$ cat src/rtl/alu_arbiter.sv
// Round-robin valid/ready front end that time-shares one combinational ALU between two
// requesters: grant in IDLE, let the ALU evaluate in EXEC, hold the result in RESP.
module alu_arbiter #(
    parameter int unsigned         DATA_WIDTH = 32,
    parameter int unsigned         OP_WIDTH   = 6,
    parameter logic [OP_WIDTH-1:0] OP_ALU_NOP = '0
) (
    input  logic                  i_clk,
    input  logic                  i_rst_n,
    input  logic                  i_req0_valid,
    output logic                  o_req0_ready,
    input  logic [OP_WIDTH-1:0]   i_req0_op,
    input  logic [DATA_WIDTH-1:0] i_req0_a,
    input  logic [DATA_WIDTH-1:0] i_req0_b,
    input  logic                  i_req1_valid,
    output logic                  o_req1_ready,
    input  logic [OP_WIDTH-1:0]   i_req1_op,
    input  logic [DATA_WIDTH-1:0] i_req1_a,
    input  logic [DATA_WIDTH-1:0] i_req1_b,
    output logic                  o_rsp0_valid,
    input  logic                  i_rsp0_ready,
    output logic                  o_rsp1_valid,
    input  logic                  i_rsp1_ready,
    output logic [DATA_WIDTH-1:0] o_rsp_data,
    output logic [OP_WIDTH-1:0]   o_alu_op,
    output logic [DATA_WIDTH-1:0] o_alu_a,
    output logic [DATA_WIDTH-1:0] o_alu_b,
    input  logic [DATA_WIDTH-1:0] i_alu_c,
    output logic                  o_busy
);

    typedef enum logic [1:0] {StIdle, StExec, StResp} state_e;

    state_e state_q, state_d;
    logic   owner_q;
    logic   last_q;
    logic   grant0, grant1;
    logic   handshake;
    logic   rsp_ack;

    // On a tie the requester that was not served last wins.
    assign grant0    = i_req0_valid & (~i_req1_valid | last_q);
    assign grant1    = i_req1_valid & (~i_req0_valid | ~last_q);
    assign handshake = (state_q == StIdle) & (grant0 | grant1);
    assign rsp_ack   = (state_q == StResp) & (owner_q ? i_rsp1_ready : i_rsp0_ready);

    always_ff @(posedge i_clk or negedge i_rst_n) begin
        if (!i_rst_n) begin
            state_q <= StIdle;
        end else begin
            state_q <= state_d;
        end
    end

    always_comb begin
        state_d = state_q;
        unique case (state_q)
            StIdle:  if (handshake) state_d = StExec;
            StExec:  state_d = StResp;
            StResp:  if (rsp_ack) state_d = StIdle;
            default: state_d = StIdle;
        endcase
    end

    always_comb begin
        o_req0_ready = (state_q == StIdle) & grant0;
        o_req1_ready = (state_q == StIdle) & grant1;
        o_rsp0_valid = (state_q == StResp) & ~owner_q;
        o_rsp1_valid = (state_q == StResp) & owner_q;
        o_busy       = (state_q != StIdle);
    end

    always_ff @(posedge i_clk or negedge i_rst_n) begin
        if (!i_rst_n) begin
            owner_q    <= 1'b0;
            last_q     <= 1'b1;
            o_alu_op   <= OP_ALU_NOP;
            o_alu_a    <= '0;
            o_alu_b    <= '0;
            o_rsp_data <= '0;
        end else begin
            if (handshake) begin
                owner_q  <= grant1;
                last_q   <= grant1;
                o_alu_op <= grant1 ? i_req1_op : i_req0_op;
                o_alu_a  <= grant1 ? i_req1_a : i_req0_a;
                o_alu_b  <= grant1 ? i_req1_b : i_req0_b;
            end
            if (state_q == StExec) begin
                o_rsp_data <= i_alu_c;
            end
            // Operands are left in place; only the opcode is parked.
            if (rsp_ack) begin
                o_alu_op <= OP_ALU_NOP;
            end
        end
    end

endmodule

$ cat config.mk
export PLATFORM = sky130hd
export DESIGN_NAME = alu_arbiter
export DESIGN_NICKNAME = d
export VERILOG_FILES = /design/src/rtl/alu_arbiter.sv
export SDC_FILE = /design/constraint.sdc
export NUM_CORES = 1
export LEC_CHECK = 0
export ABC_AREA = 1
export CORE_MARGIN = 8
export CORE_UTILIZATION = 42
export DETAILED_ROUTE_END_ITERATION = 12
export GPL_ROUTABILITY_DRIVEN = 0
export PLACE_DENSITY = 0.86
export SLEW_MARGIN = 20
export SYNTH_ARGS = -nofsm -noshare
export SYNTH_HDL_FRONTEND = slang
export SYNTH_SLANG_ARGS = --single-unit
$ cat constraint.sdc
create_clock -name i_clk -period 4.1 [get_ports i_clk]
set_clock_uncertainty 0.15 [all_clocks]
set_input_delay 0.82 -clock i_clk [delete_from_list [all_inputs] [get_ports i_clk]]
set_output_delay 0.82 -clock i_clk [all_outputs]
set_load 0.01 [all_outputs]
==> summary.md <==
| Metric | Value |
|---|---|
| Outcome | `finished, final reports clean` |
| Setup TNS | `0 ns` |
| Dominant cell type by area after synthesis | `dfrtp_1` |
| Layout fillers | `954` |
| Unrepaired setup endpoints after global routing | `false` |
| Crit path time final | `3.16 ns` |
| Placement-stage cell area | `7950 sq um` |
| Largest cells by area after synthesis | `dfrtp_1 (51%), nand2_1 (30%), nand3_1 (11%)` |
| HPWL Detailed | `13400 microns` |
| Post-synthesis adder-cell area fraction | `0%` |
| Crit. End Element | `output pin` |
| Largest net degree at the start of global routing | `74` |
| Final instance area | `8240 sq um` |
| Post-Synth Simple-Gate Area | `41.9%` |
| Routed wire length | `17800 microns` |
| Post-CTS sizing | `0` |
| Compound-Gate Fraction of Synth Area | `0.438%` |
| Synthesized Nets | `873` |
| Chip Height | `127 microns` |
| Mux share of post-synthesis cell area | `0%` |
| Worst Path Class, Setup | `primary input to output pin` |
| Post-synth EDFFs | `0` |
| CTS tree | `done` |
| First-pass GRT wire length | `27900 microns` |
| YS warnings | `0` |
| Max Fclk | `316 MHz` |
| Worst-path clk slew | `0.07 ns` |
| VDD IR max | `0.270 mV` |
| Top cells by instance count after synthesis | `nand2_1 (411), nand3_1 (111), dfrtp_1 (105)` |
| Cell family with most CP delay | `buffers and inverters` |
| PortBufs | `284` |
| Crit Path Max Fanout | `2` |
| Register area share after synthesis | `51.6%` |
| Slowest CP cell | `clkdlybuf4s50_1` |
| Synthesized instance count | `695` |
| Nature of the critical path startpoint | `primary input` |
| Slowest stage delay, CP | `0.58 ns` |
| Synthesized cell area | `5140 sq um` |
| Main combinational cell family by area after synthesis | `simple AND/OR/NAND/NOR gates` |
| Initial Util | `43.0%` |
| Worst-Skew Late Latency | `0.34 ns` |
| Worst endpoint required time | `3.13 ns` |
| Xor and xnor area share after synthesis | `0%` |
| WL per Instance | `16.1 microns` |
| Vias in the first global route | `5384` |
| Final antenna-violating net count | `0` |
| Hold_buf cts | `0` |
| Rows | `40` |
| DRT iter0 DRCs | `304` |
| Initial antenna violation count | `1` |
| Worst path cell trace | `clkdlybuf4s50_1, inv_1, a211oi_1, clkdlybuf4s50_1` |
| Drt pass-1 iters | `4` |
| GR Util All Layers | `21.7%` |
| Slew margin rel. | `29.6%` |
| Reg-to-reg setup timing slack | `1.70 ns` |
| Power density over the cells | `665 nW/um^2` |
| Clock sinks | `106` |
| Hold Slack | `0.323 ns` |
| Yosys cell types | `17` |
| Critical R2R Launch | `last_q` |
| Layout cells sized above 1 | `3.45%` |
| Static leakage | `4.14 nW` |
| Final setup margin | `0.940 ns` |
| Flop and latch count out of synthesis | `106` |
| Final Setup Violations | `0` |
| Die ar. | `16000 sq um` |
| Post-synth ARST share | `100%` |
| Endpoints failing hold | `0` |
| Final slew viol count | `0` |
| WP buf/inv | `3` |
| H-tree depth | `3` |
| Total grt overflow | `0` |
| Syn avg cell area | `7.40 sq um` |
| Max_cap viols | `0` |
| Total Nets Final | `1129` |
| Synth top area share | `51.1%` |
| Final period util | `77.1%` |
| Critical path arrival | `2.19 ns` |
| Core Box Area | `12000 sq um` |
| Worst Setup SP | `i_req0_valid` |
| Setup Slack @ Placement | `0.776 ns` |
| Area Overhead vs Synth | `60.2%` |
| CTS root buffer | `clkbuf_16` |
| Vias post-DR | `5354` |
| Class of the most critical hold timing path | `primary input to async pin` |
| Num CTS Buffers | `9` |
| DRC viols | `0` |
| Postcts setup bufs | `0` |
| Via density | `4.85` |
| Clock Path Buffers | `2` |
| Worst-margin pin slew | `1.05 ns` |
| Power, Total | `5.47 mW` |
| Cell mode on critical path | `clkdlybuf4s50_1` |
| Die X | `127 microns` |
| Most frequent cell after synthesis | `nand2_1` |
| IO Pins | `285` |
| Top FF cell, synth | `dfrtp_1` |
## metrics by stage
stage / std cells / util [%]
2_1_floorplan: 695 / -
3_3_place_gp: 1087 / 66.5
3_5_place_dp: 1087 / 66.5
4_1_cts: 1103 / 68.8
5_1_grt: 1104 / 68.9
6_report: 1104 / 68.9
## logic make-up after synthesis
family | after synthesis
AND/OR/NAND/NOR | 530
flip-flops | 106
buffers and inverters | 55
AO/OA/AOI/OAI | 4
## worst paths after layout
| kind | to | cells past startpoint |
|---|---|---|
| min in group i_clk | o_rsp_data[17] | 2 |
| max in group asynchronous | last_q | 2 |
| max | o_req0_ready | 4 |
| max reg2reg | o_alu_a[12] | 7 |
| min | o_rsp_data[27] | 1 |
| min reg2reg | o_rsp_data[17] | 2 |
## layer usage
| layer | vias to the layer above | wire length, microns | track usage [%] | part of all wire (%) |
|---|---|---|---|---|
| li1 | 2674 | - | - | - |
| met1 | 2432 | 7110 | 24.6 | 40 |
| met2 | 219 | 8670 | 37.0 | 49 |
| met3 | 29 | 1510 | 6.74 | 8.5 |
| met4 | 0 | 482 | 9.31 | 2.7 |
| met5 | - | 0 | 0 | 0 |
## worst register-to-register path: stages, from the launching register on
cell     delay (ns)
dfstp_2        0.38
nand2_2        0.06
buf_4          0.56
nand3_2        0.18
nand2_4        0.39
inv_6          0.29
nand2_1        0.22
nand2_1        0.07
## cells in the final DEF, fill, tap and decap left out, drive strengths merged
master and count:
nor2 4, clkinv 4, clkdlybuf4s50 282, clkinvlp 2
dfrtp 105, clkbuf 9, dfstp 1, inv 10
nand3 112, o21ai 3, buf 9, diode 1
a211oi 1, nand2 414
## power by group
part	switching [mW]	internal, mW	leakage (nW)
logic	1.48	1.34	2.69
clock network	0.390	0.416	0.132
registers	0.288	1.56	1.31
total	2.16	3.32	4.14
## final cells by class
type / count / area (sq um) / area share, %
repair buffers: 291 / 2900 / 35.2
flip-flops and latches: 106 / 2650 / 32.2
multi-input cells: 534 / 2180 / 26.4
clock buffers: 9 / 225 / 2.73
well taps: 147 / 184 / 2.23
clock inverters: 7 / 55.1 / 0.668
inverters: 9 / 38.8 / 0.471
diodes: 1 / 2.50 / 0.0304
## registers in the layout (all words and copies together) (netlist names)
name	flops
o_alu_a	32
o_alu_b	32
o_rsp_data	32
o_alu_op	6
state_q	2
last_q	1
owner_q	1
Note: power is estimated with default switching activity, not from simulation.
